### src/rtl/downcount_pkg.sv
// Shared types and constants for the BCD countdown timer.
// Holds the active-low seven-segment patterns, the timer state enum and
// the BCD digit type used by downcount_timer and bcd_to_seg7.
package downcount_pkg;

  // One packed BCD digit
  typedef logic [3:0] bcd_digit_t;

  // Timer control states
  typedef enum logic [1:0] {
    IDLE   = 2'd0,
    RUN    = 2'd1,
    PAUSED = 2'd2,
    DONE   = 2'd3
  } state_t;

  // Active-low {g,f,e,d,c,b,a} patterns
  localparam logic [6:0] SEG_0     = 7'b1000000;
  localparam logic [6:0] SEG_1     = 7'b1111001;
  localparam logic [6:0] SEG_2     = 7'b0100100;
  localparam logic [6:0] SEG_3     = 7'b0110000;
  localparam logic [6:0] SEG_4     = 7'b0011001;
  localparam logic [6:0] SEG_5     = 7'b0010010;
  localparam logic [6:0] SEG_6     = 7'b0000010;
  localparam logic [6:0] SEG_7     = 7'b1111000;
  localparam logic [6:0] SEG_8     = 7'b0000000;
  localparam logic [6:0] SEG_9     = 7'b0010000;
  localparam logic [6:0] SEG_BLANK = 7'b1111111;

  // Clamp a non-decimal nibble (A..F) to 9 so the count is always valid BCD
  function automatic bcd_digit_t bcd_clamp(input bcd_digit_t d);
    return (d > 4'd9) ? 4'd9 : d;
  endfunction

endpackage

### src/rtl/downcount_timer_seg7.sv
// Single-digit BCD to active-low seven-segment decoder (combinational).
// A set blank input forces every segment off regardless of the digit.
module bcd_to_seg7
  import downcount_pkg::*;
(
  input  logic [3:0] digit,
  input  logic       blank,
  output logic [6:0] seg
);

  // Table lookup; non-decimal codes never reach here but decode to blank
  always_comb begin
    seg = SEG_BLANK;
    if (!blank) begin
      unique case (digit)
        4'd0:    seg = SEG_0;
        4'd1:    seg = SEG_1;
        4'd2:    seg = SEG_2;
        4'd3:    seg = SEG_3;
        4'd4:    seg = SEG_4;
        4'd5:    seg = SEG_5;
        4'd6:    seg = SEG_6;
        4'd7:    seg = SEG_7;
        4'd8:    seg = SEG_8;
        4'd9:    seg = SEG_9;
        default: seg = SEG_BLANK;
      endcase
    end
  end

endmodule

### src/rtl/downcount_timer.sv
// Multi-digit BCD countdown timer with per-digit seven-segment decode.
// Load captures a (clamped) BCD start value; start/pause control a
// prescaled decrement; reaching zero enters DONE with a one-cycle expired
// pulse. Build macro DOWNCOUNT_BLANK_EN blanks leading-zero digits
// (digit 0 is always shown); count and flags are identical in both builds.
module downcount_timer
  import downcount_pkg::*;
#(
  parameter int DIGITS   = 2,
  parameter int TICK_DIV = 100000000,
  parameter int DIV_W    = 27
) (
  input  logic                  clk,
  input  logic                  rst_n,
  input  logic                  load,
  input  logic [4*DIGITS-1:0]   load_val,
  input  logic                  start,
  input  logic                  pause,
  output logic [4*DIGITS-1:0]   count_bcd,
  output logic [7*DIGITS-1:0]   seg,
  output logic                  running,
  output logic                  done,
  output logic                  expired
);

  localparam logic [DIV_W-1:0] TICK_LAST = DIV_W'(TICK_DIV - 1);

  state_t              state_q, state_d;
  logic [4*DIGITS-1:0] count_q, count_d;
  logic [DIV_W-1:0]    presc_q, presc_d;
  logic                expired_q, expired_d;

  logic [4*DIGITS-1:0] load_clean;
  logic [4*DIGITS-1:0] count_dec;
  logic [DIGITS-1:0]   blank;
  logic                tick;
  logic                count_zero;
  logic                dec_zero;

  // Per-digit clamp of the load value to a legal BCD digit
  generate
    for (genvar gi = 0; gi < DIGITS; gi++) begin : g_clamp
      assign load_clean[gi*4 +: 4] = bcd_clamp(load_val[gi*4 +: 4]);
    end
  endgenerate

  // BCD decrement by one: zero digits roll to 9 and pass the borrow upward
  always_comb begin
    logic borrow;
    borrow    = 1'b1;
    count_dec = count_q;
    for (int i = 0; i < DIGITS; i++) begin
      if (borrow) begin
        if (count_q[i*4 +: 4] == 4'd0) begin
          count_dec[i*4 +: 4] = 4'd9;
        end else begin
          count_dec[i*4 +: 4] = count_q[i*4 +: 4] - 4'd1;
          borrow              = 1'b0;
        end
      end
    end
  end

  assign tick       = (presc_q == TICK_LAST);
  assign count_zero = (count_q == '0);
  assign dec_zero   = (count_dec == '0);

  // State, count, prescaler and expiry pulse registers
  always_ff @(posedge clk) begin
    if (!rst_n) begin
      state_q   <= IDLE;
      count_q   <= '0;
      presc_q   <= '0;
      expired_q <= 1'b0;
    end else begin
      state_q   <= state_d;
      count_q   <= count_d;
      presc_q   <= presc_d;
      expired_q <= expired_d;
    end
  end

  // Next-state logic; load overrides everything, then pause, then start.
  // The RUN cycle in which pause arrives still advances the prescaler (and
  // may still tick); reaching zero on that tick goes to DONE, not PAUSED.
  always_comb begin
    state_d   = state_q;
    count_d   = count_q;
    presc_d   = presc_q;
    expired_d = 1'b0;
    if (load) begin
      state_d = IDLE;
      count_d = load_clean;
      presc_d = '0;
    end else begin
      unique case (state_q)
        IDLE: begin
          if (start) begin
            if (!count_zero) begin
              state_d = RUN;
              presc_d = '0;
            end else begin
              state_d   = DONE;
              expired_d = 1'b1;
            end
          end
        end
        RUN: begin
          if (tick) begin
            presc_d = '0;
            count_d = count_dec;
          end else begin
            presc_d = presc_q + DIV_W'(1);
          end
          if (tick && dec_zero) begin
            state_d   = DONE;
            expired_d = 1'b1;
          end else if (pause) begin
            state_d = PAUSED;
          end
        end
        PAUSED: begin
          if (start && !pause) begin
            state_d = RUN;
          end
        end
        DONE: begin
          count_d = '0;
        end
        default: begin
          state_d = IDLE;
        end
      endcase
    end
  end

  // Flags and count are straight decodes of the registered state
  always_comb begin
    running   = (state_q == RUN);
    done      = (state_q == DONE);
    expired   = expired_q;
    count_bcd = count_q;
  end

`ifdef DOWNCOUNT_BLANK_EN
  // Blank digits above digit 0 while every digit from the top down is zero
  always_comb begin
    logic lead;
    lead  = 1'b1;
    blank = '0;
    for (int i = DIGITS - 1; i >= 1; i--) begin
      lead     = lead && (count_q[i*4 +: 4] == 4'd0);
      blank[i] = lead;
    end
  end
`else
  assign blank = '0;
`endif

  // One decoder per digit, driven directly from the registered count
  generate
    for (genvar gi = 0; gi < DIGITS; gi++) begin : g_seg
      bcd_to_seg7 u_dec (
        .digit (count_q[gi*4 +: 4]),
        .blank (blank[gi]),
        .seg   (seg[gi*7 +: 7])
      );
    end
  endgenerate

endmodule

### config.mk
export PLATFORM = sky130hd
export DESIGN_NAME = downcount_timer
export DESIGN_NICKNAME = d
export VERILOG_FILES = /design/src/rtl/downcount_pkg.sv /design/src/rtl/downcount_timer_seg7.sv /design/src/rtl/downcount_timer.sv
export SDC_FILE = /design/constraint.sdc
export NUM_CORES = 1
export LEC_CHECK = 0
export CELL_PAD_IN_SITES_DETAIL_PLACEMENT = 1
export CELL_PAD_IN_SITES_GLOBAL_PLACEMENT = 2
export CORE_UTILIZATION = 31
export DETAILED_ROUTE_END_ITERATION = 16
export HOLD_SLACK_MARGIN = 0.12
export PLACE_DENSITY = 0.85
export SLEW_MARGIN = 10
export SYNTH_ARGS = -nofsm -noshare
export SYNTH_HDL_FRONTEND = slang
export SYNTH_SLANG_ARGS = --single-unit
### constraint.sdc
create_clock -name clk -period 2.9 [get_ports clk]
set_input_delay 0.725 -clock clk [delete_from_list [all_inputs] [get_ports clk]]
set_output_delay 0.725 -clock clk [all_outputs]
set_load 0.005 [all_outputs]
==> impl_results.rst <==
.. list-table::
   :header-rows: 1

   * - Metric
     - Value
   * - Status
     - finished clean
   * - Count of vias placed by the detailed router
     - 2953
   * - Cell taking the most area after synthesis
     - dfxtp_1
   * - Net Count, Synth
     - 390
   * - Num ports
     - 38
   * - Final routed wirelength across all metal layers
     - 8.85 mm
   * - Full die area
     - about 11000 um^2
   * - DRC
     - 0
   * - Clock transition at the registers of the reported paths
     - 0.11 ns
   * - Worst slew slack as a fraction of its limit
     - 0.654
   * - Num Clock Sinks
     - 52
   * - Number of endpoints with negative hold slack in the final report
     - 0
   * - Cts-stage hold buffer count
     - 0
   * - Transition at the pin with the smallest max-transition slack
     - approximately 0.52 ns
   * - Port-buffer cells
     - 37
   * - Count of flip-flops with a built-in enable after synthesis
     - 0
   * - Start point of the worst hold path
     - presc_q[7]
   * - Fraction of the yosys area taken by sequential cells
     - 0.328
   * - ANT nets after route
     - 0
   * - Period utilisation layout
     - 0.968
   * - Startpoint of the worst register-to-register path
     - presc_q[6]
   * - Final-stage net count
     - 473
   * - Worst r2r path cells
     - 10
   * - Half-perimeter wire length of the detailed placement result
     - 6.81 mm
   * - Fin crit period
     - 2.81 ns
   * - Path class of the lowest-slack min-delay path
     - reg2reg
   * - Vias per Instance
     - between 5 and 6
   * - Worst supply voltage drop on vdd
     - approximately 0.28 mV
   * - Antenna violations before repair
     - 0
   * - Unrepaired setup endpoints after global routing
     - true
   * - CTS tree
     - built
   * - Root buffer cell
     - clkbuf_8
   * - Height of the die
     - 103 um
   * - # Max-Cap Violations
     - 0
   * - Synth top cells by count
     - 52 x dfxtp_1, 41 x nor2_1, 22 x inv_1
   * - Kind of capture point of the worst setup path
     - flip-flop
   * - CTS Buf Count
     - 5
   * - Warnings from Yosys
     - 0
   * - Setup ws final
     - 0.0938 ns
   * - Initial cell density of the core
     - 0.322
   * - Most frequently used flop master after synthesis
     - dfxtp_1
   * - Vias in the first global route
     - 2983
   * - Final setup viols
     - 0
   * - Dominant cell by count in the synthesized netlist
     - dfxtp_1
   * - Ratio of cells with drive above 1 in the final layout
     - 0.240
   * - Worst setup path class
     - reg2reg
   * - Diodes inserted
     - 0
   * - End point of the critical path
     - g_seg[1].u_dec.seg[6]
   * - Data arrival time at the worst-slack endpoint
     - 3.03 ns
   * - Capturing point of the worst reg2reg path
     - g_seg[1].u_dec.seg[6]
   * - Gate count after technology mapping
     - 361
   * - Later-pin clock latency in the skew report
     - 0.33 ns
   * - Critical Path Source
     - presc_q[6]
   * - Number of levels in the clock H-tree
     - 2
   * - Final design utilization
     - 0.423
   * - Max-slew violation total from the final report
     - 0
   * - Wire length of the first global-routing pass
     - 14.6 mm
   * - Worst reg2reg setup slack
     - 0.09 ns
   * - Number of detailed-route iterations in the first pass
     - 4
   * - Post-synthesis instance area
     - 3180 um^2
   * - Core region area
     - slightly below 10000 um^2
   * - Share of flip-flops with an asynchronous set or reset after synthesis
     - 0
   * - Power density over the cells
     - roughly 470 nW/um^2
   * - Number of storage elements in the synthesis netlist
     - 52
   * - Distinct cell type count of the synthesized netlist
     - 73
   * - Initial detailed-routing violation count
     - 46
   * - Worst hold slack
     - 0.501 ns
   * - Post-synthesis average cell area
     - 8.80 um^2
   * - Total global-route track usage
     - 0.176
   * - Req. time, crit path
     - 3.12 ns
   * - Setup slack at placement
     - -0.154 ns
   * - Clock Skew
     - 0.0159 ns
   * - Weighted congestion reported at the end of routability-driven placement
     - 0.798
   * - Detailed-route wire length per cell
     - 15.3 um
   * - Die boundary width
     - ~100 um
   * - Leak
     - 1.57 nW
   * - Area delta synth->final
     - 31.4%
   * - FMAX
     - 0.356 GHz
   * - Largest net degree at the start of global routing
     - 17
   * - Std-Cell Rows
     - 36
   * - Maximum fanout along the worst path
     - 7
   * - Max Buffers Root-to-Sink
     - 2
   * - Largest cells by area after synthesis
     - dfxtp_1 33%, ha_1 6.3%, nor2_1 4.8%
   * - Total overflow reported by the global router
     - 0
   * - Proportion of netlist area held by the largest area contributor
     - 0.328
   * - Startpoint Class
     - flip-flop
## cells by family (layout without fill, tap and decap cells)
group / after synthesis / in the layout / share of synthesized area
buffers and inverters: 36 / 120 / 0.0548
AND/OR/NAND/NOR: 148 / 148 / 0.271
AO/OA/AOI/OAI: 82 / 82 / 0.206
XOR/XNOR: 21 / 21 / 0.0579
adder cells (fa/ha/maj): 16 / 16 / 0.0630
multiplexers: 6 / 6 / 0.0193
flip-flops: 52 / 52 / 0.328
## worst max-delay path, stage by stage, from the launching register on
cell,delay [ns]
dfxtp_4,0.38
nand4_1,0.16
or4_4,0.61
o41ai_4,0.44
nand2_4,0.15
buf_4,0.16
buf_4,0.12
buf_4,0.12
mux2_2,0.30
o22ai_1,0.19
a21oi_2,0.08
## layout make-up
class	count	area (um^2)
Timing Repair Buffer	87	746
Clock inverter	3	42.5
Fill cell	1166	5690
Inverter	25	98.8
Sequential cell	52	1050
Multi-Input combinational cell	273	2010
Clock buffer	5	68.8
Tap cell	133	166
## how the worst min path moves through the flow
stage | endpoint | slack [ns] | depth (start not counted)
after global routing | presc_q[7] | 0.54 | 2
after floorplan | presc_q[7] | 0.47 | 2
after global placement | presc_q[7] | 0.49 | 2
after CTS | presc_q[7] | 0.53 | 2
final | presc_q[7] | 0.50 | 2
after detailed placement | presc_q[15] | 0.51 | 2
## registers in the layout (all words and copies together) (netlist names)
name / count
count_bcd: 8
g_seg.u_dec.seg: 14
expired: 1
state_q: 2
presc_q: 27
## metal layers
metal  global-route usage  vias up  share of wire
met5                    0        -              0
met4               0.0596        0          0.018
met3               0.0249       13          0.028
met2                0.312       44           0.50
met1                0.218     1431           0.46
li1                     -     1465              -
## power by group
| part | switching (mW) | internal (mW) |
|---|---|---|
| Sequential | 0.0274 | 0.769 |
| Combinational | 0.316 | 0.327 |
| Clock | 0.265 | 0.256 |
| Total | 0.608 | 1.35 |
## per-stage QoR
stage	cells	TNS, ns	cell area, um^2	total power, mW
2_1_floorplan	361	0	3180	1.15
3_3_place_gp	564	-0.0709	3970	1.41
3_5_place_dp	564	-0.728	3970	1.43
4_1_cts	572	0	4080	1.96
5_1_grt	578	-0.0472	4170	2.06
6_report	578	0	4170	1.96
## repair_timing
item                       in CTS  in global routing
setup buffers                   0                  6
resized for setup               1                 13
pin swaps                       0                 10
setup endpoints to repair       2                 11
## placed cells by master, fill, tap and decap left out, drive strengths merged, types with 5 or more instances in the layout
| master | netlist | routed |
|---|---|---|
| dfxtp | 52 | 52 |
| buf | 8 | 50 |
| nor2 | 42 | 42 |
| clkdlybuf4s50 | 0 | 37 |
| inv | 23 | 23 |
| nand2 | 21 | 21 |
| a21oi | 21 | 21 |
| o21ai | 19 | 19 |
| ha | 16 | 16 |
| nand3 | 13 | 13 |
| nor3 | 13 | 13 |
| xor2 | 11 | 11 |
| xnor2 | 10 | 10 |
| nand4 | 10 | 10 |
| or3 | 8 | 8 |
| and3 | 7 | 7 |
| a211oi | 7 | 7 |
| nor2b | 5 | 5 |
| clkbuf | 3 | 5 |
| mux2i | 5 | 5 |
No activity file was read; power rests on OpenSTA's default activity.
==> patch 1, RTL diff (config.mk and constraints unchanged) <==
Set the parameter `DIGITS` to 1 (it was 2).
--- a/src/rtl/downcount_timer.sv
+++ b/src/rtl/downcount_timer.sv
@@ -6,7 +6,7 @@
 module downcount_timer
   import downcount_pkg::*;
 #(
-  parameter int DIGITS   = 2,
+  parameter int DIGITS   = 1,
   parameter int TICK_DIV = 100000000,
   parameter int DIV_W    = 27
 ) (
Interface: changed (resized count_bcd, load_val and seg); port bits go from 38 to 23. The function was not compared with the original's and may differ.
==> patch 1 against the original RTL <==
Synthesized area shrank 26%; routed wire length down 30%; setup slack better by 0.019 ns; utilization is 1.7 points lower; critical endpoint is now seg[3]$_DFF_P_; count of clock-buffer cells in the layout is 2 higher; sequential cell count decreased by 11; sequential share of layout area increased by 2.7 points; non-clock buffer count down 45; maximum frequency rose by 0.68%; power shrank 30%; design area fell by 29%; critical path type unchanged.
==> patch 1: results (changes against the original RTL) <==
Outcome
  • Status: finished clean

Min path
  • Hold Crit Class: reg -> reg
  • Worst Hold Endpoint: presc_q[23]$_SDFFE_PP0P_
  • Hold path start: presc_q[23]$_SDFFE_PP0P_
  • Hold path cells: 2 (unchanged)

Critical path
  • FF-to-FF path depth: 10 (unchanged)
  • Critical Path AT: 2.95 ns (-0.08 ns)
  • Critical Path Fanout Max: 4 (-3)
  • Worst R2R Start: presc_q[0]$_SDFFE_PP0P_
  • Worst R2R Setup Slack: 0.11 ns (+0.02 ns)
  • Worst reg2reg endpoint: seg[3]$_DFF_P_

Yosys
  • YS warnings: 0 (unchanged)
  • Commonest cells post-synth: dfxtp_1 (41), nor2_1 (32), nand2_1 (21)
  • Post-Syn Nets: 287 (-26%)
  • Fraction of registers with async set/reset: 0 (unchanged)
  • Main flop type after synthesis: dfxtp_1
  • Seq/Total Area, Yosys: 0.349 (+0.0207)
  • Distinct cell type count after synthesis: 67 (-8.2%)
  • Largest cells by area after synthesis: dfxtp_1 (35%), ha_1 (5.3%), nor2_1 (5.1%), xor2_1 (4.5%), nand2_1 (3.3%)

Drt
  • Vias: 2109 (-29%)
  • DR pass1 iterations: 4 (unchanged)
  • Wirelength per Cell: 15.1 um (-1.0%)
  • Initial DRC count: 38 (-17%)

Layout
  • Largest register FFs: 27 (unchanged)
  • Share of cells above drive strength 1: 0.210 (-0.0301)
  • Nets@finish: 327 (-31%)
  • Filler Cell Count: 895 (-23%)
  • Antenna fix cells: 0 (unchanged)
  • Largest register by flop count: presc_q

Clock network
  • Clk slew on worst S/H paths: 0.08 ns (-0.03 ns)
  • Clk buf depth: 2 (unchanged)
  • CTS Buf Count: 5 (unchanged)
  • Clock Tree Root: clkbuf_8
  • Clock Latency Late Sink: 0.29 ns (-0.04 ns)
  • CTS HTree Levels: 2 (unchanged)

Pwr
  • Static leakage: 1.03 nW (-34%)
  • Peak supply drop: 0.225 mV (-21%)

Placement
  • DP HPWL: 4610 um (-32%)
  • Final GP Congestion: 0.738 (-7.5%)
  • Post-DP Area: 0.00276 mm^2 (-31%)
  • Port bufs: 22 (-41%)

GRT
  • GR Util All Layers: 0.170 (-0.00539)
  • Vias in the first global route: 2271 (-24%)
  • Initial antenna violation count: 0 (unchanged)
  • Pin count of the biggest net entering global routing: 18 (+1)
  • First-pass GRT wire length: 10600 um (-28%)

STA
  • Final clock skew: 0.00325 ns (-0.0127 ns)
  • Max_slew headroom: 0.530 (-0.124)
[patch 1: layout make-up]
cell class	count	share of cell area
multi-input cells	206	0.500
repair buffers	42	0.125
well taps	99	0.0418
clock inverters	1	0.0101
flip-flops and latches	41	0.278
inverters	12	0.0161
clock buffers	7	0.0292
[patch 1: worst max path at each step]
stage / startpoint / to / slack, ns / cells past startpoint
2_1_floorplan: presc_q[0]$_SDFFE_PP0P_ / seg[4]$_DFF_P_ / 0.06 / 9
3_3_place_gp: presc_q[0]$_SDFFE_PP0P_ / seg[4]$_DFF_P_ / -0.04 / 9
3_5_place_dp: presc_q[0]$_SDFFE_PP0P_ / seg[3]$_DFF_P_ / -0.14 / 9
4_1_cts: presc_q[0]$_SDFFE_PP0P_ / seg[3]$_DFF_P_ / 0.02 / 9
5_1_grt: presc_q[0]$_SDFFE_PP0P_ / seg[5]$_DFF_P_ / -0.04 / 10
6_report: presc_q[0]$_SDFFE_PP0P_ / seg[3]$_DFF_P_ / 0.11 / 10
[patch 1: through the flow]
| step | hold slack, ns | setup WS [ns] | cells | setup TNS (ns) | util |
|---|---|---|---|---|---|
| floorplan | 0.454 | 0.0581 | 268 | 0 | - |
| global placement | 0.466 | -0.0399 | 398 | -0.0714 | 0.378 |
| detailed placement | 0.490 | -0.140 | 398 | -0.426 | 0.378 |
| CTS | 0.503 | 0.0239 | 406 | 0 | 0.394 |
| global route | 0.518 | -0.0396 | 408 | -0.0526 | 0.406 |
| finish | 0.500 | 0.113 | 408 | 0 | 0.406 |
[patch 1: routing by layer]
metal | vias up | track usage | share of wire
li1 | 1042 | - | -
met1 | 1029 | 0.208 | 0.46
met2 | 30 | 0.311 | 0.51
met3 | 8 | 0.0286 | 0.026
met4 | 0 | 0.0418 | 0.012
met5 | - | 0 | 0
[patch 1: cell families (layout without fill, tap and decap cells)]
kind of cell | after synthesis | in the layout | synth area share
and+or+nand+nor | 120 | 120 | 0.282
AOI/OAI and AO/OA | 55 | 55 | 0.184
DFF | 41 | 41 | 0.349
buffers and inverters | 21 | 62 | 0.0531
xor gates and xnor gates | 19 | 19 | 0.0707
adders and majority gates | 10 | 10 | 0.0531
muxes | 2 | 2 | 0.00850
[patch 1: critical path, cell delays in order, from the launching register on]
cell     delay, ns
dfxtp_2       0.37
ha_4          0.13
or4b_4        0.47
or4_4         0.52
o31ai_4       0.29
and3_4        0.24
or2_4         0.15
inv_2         0.06
ha_1          0.20
mux2i_1       0.14
a21oi_1       0.08
[patch 1: report_power, final]
group	switching (mW)	internal, mW
Sequential	0.0185	0.587
Combinational	0.147	0.133
Clock	0.202	0.281
[patch 1: repair_timing]
action,in CTS,in global routing
buffers inserted,0,2
endpoints found under the setup margin,5,7
pin swaps,1,9
cloned,0,0
gates resized for setup,1,16
==> patch 2, RTL diff (same settings) <==
Made on the original files. Register the output `seg`, with the module's reset; this adds one clock of latency there. The other outputs are not delayed to match.
--- a/src/rtl/downcount_timer.sv
+++ b/src/rtl/downcount_timer.sv
@@ -24,6 +24,8 @@
 );
 
   localparam logic [DIV_W-1:0] TICK_LAST = DIV_W'(TICK_DIV - 1);
+
+  logic [7*DIGITS-1:0] seg_d;
 
   state_t              state_q, state_d;
   logic [4*DIGITS-1:0] count_q, count_d;
@@ -163,10 +165,18 @@
       bcd_to_seg7 u_dec (
         .digit (count_q[gi*4 +: 4]),
         .blank (blank[gi]),
-        .seg   (seg[gi*7 +: 7])
+        .seg   (seg_d[gi*7 +: 7])
       );
     end
   endgenerate
 
+  always_ff @(posedge clk) begin
+    if (!rst_n) begin
+      seg <= '0;
+    end else begin
+      seg <= seg_d;
+    end
+  end
+
 endmodule
 
Behaviour: not the same (a bounded check fails within 4 cycles, from zero or initial values and one cycle with rst_n low).
==> patch 2 against the original RTL <==
Sequential cell count is the same; design area down 17%; synthesized area is 9.4% lower; utilization fell by 3.2 points; power shrank 20%; sequential power fell by 3.5%; clock power decreased by 15%; sequential share of layout area increased by 5.0 points; final cell count down 16%; largest cell class unchanged; setup slack gained 0.16 ns; routed wire length is 22% lower.
==> patch 2: results (changes against the original RTL) <==
Min path
  • Hold path start: presc_q[1]$_SDFFE_PP0P_
  • Worst Hold Endpoint: presc_q[1]$_SDFFE_PP0P_

STA
  • Max_slew headroom: 0.487 (-0.168)

Drt
  • Mean number of vias per cell: 5.12 (+0.17%)
  • Post-Route WL: 6920 um (-22%)
  • Vias: 2482 (-16%)

Clock network
  • Clk buf depth: 2 (unchanged)
  • Post-CTS sizing: 0 (-1)
  • Clock Latency Late Sink: 0.31 ns (-0.02 ns)

Critical path
  • Slowest library cell on the worst path: or3b_2
  • CP peak stage delay: 0.45 ns (-0.16 ns)
  • Worst R2R Start: count_bcd[4]$_SDFFE_PN0P_
  • Largest delay contributor family on the critical path: simple AND/OR/NAND/NOR gates
  • Worst R2R Setup Slack: 0.25 ns (+0.16 ns)
  • Critical Path AT: 2.89 ns (-0.14 ns)
  • Crit path to: state_q[1]$_SDFFE_PP0P_

GRT
  • Pin count of the biggest net entering global routing: 28 (+11)
  • GR Util All Layers: 0.158 (-0.0180)
  • Vias in the first global route: 2590 (-13%)

Placement
  • Final GP Congestion: 0.709 (-11%)
  • Post-DP Area: 0.00337 mm^2 (-15%)

Yosys
  • Seq/Total Area, Yosys: 0.362 (+0.0339)
  • Commonest cells post-synth: dfxtp_1 (52), nor2_1 (40), nand2_1 (32)
  • Largest cells by area after synthesis: dfxtp_1 (36%), xor2_1 (6.7%), ha_1 (6.5%), nor2_1 (5.2%), nand2_1 (4.2%)

Outcome
  • Status: finished clean

Layout
  • Nets@finish: 404 (-15%)
  • Share of cells above drive strength 1: 0.106 (-0.134)
-- patch 2: cell types whose count changed in the layout (fill, tap and decap cells not counted), moves of 4 or more --
cell	before	now
a21oi_2	6	0
a21boi_0	0	5
nand3_1	12	19
nand2_1	19	32
o211a_1	1	5
a211oi_1	5	1
xnor2_1	10	5
buf_4	50	14
inv_1	21	11
nor3_1	9	2
xor2_1	11	22
o211ai_1	1	5
-- patch 2: metal layers --
layer  up-vias  global-route usage  part of all wire
met5         -                   0                 0
met4         0              0.0413             0.011
met3         6              0.0293             0.026
met2        35               0.291              0.50
met1      1198               0.187              0.46
li1       1243                   -                 -
-- patch 2: per-stage QoR --
stage                     hold WS (ns)  setup slack (ns)
final                            0.501             0.251
after global routing             0.542             0.124
after CTS                        0.505             0.233
after detailed placement         0.490             0.173
after global placement           0.473             0.270
after floorplan                  0.457             0.338
-- patch 2: power breakdown --
group / internal [mW] / switching (mW) / total [mW]
combinational: 0.177 / 0.171 / 0.348
clock: 0.191 / 0.251 / 0.442
sequential: 0.746 / 0.0234 / 0.769
total: 1.11 / 0.445 / 1.56
-- patch 2: cell families after synthesis --
family,after synthesis,synth area share
flip-flops,52,0.362
AO/OA/AOI/OAI,65,0.163
AND/OR/NAND/NOR,146,0.266
multiplexers,2,0.00696
XOR/XNOR,27,0.0822
adder cells (fa/ha/maj),15,0.0652
buffers and inverters,27,0.0552
-- patch 2: area by class of cell --
| class | count | area (um^2) |
|---|---|---|
| fill | 1077 | 5390 |
| multi-input combinational | 255 | 1680 |
| sequential | 52 | 1040 |
| timing repair buffer | 51 | 475 |
| tap | 108 | 135 |
| clock buffer | 6 | 82.6 |
| inverter | 11 | 41.3 |
| clock inverter | 2 | 10.0 |
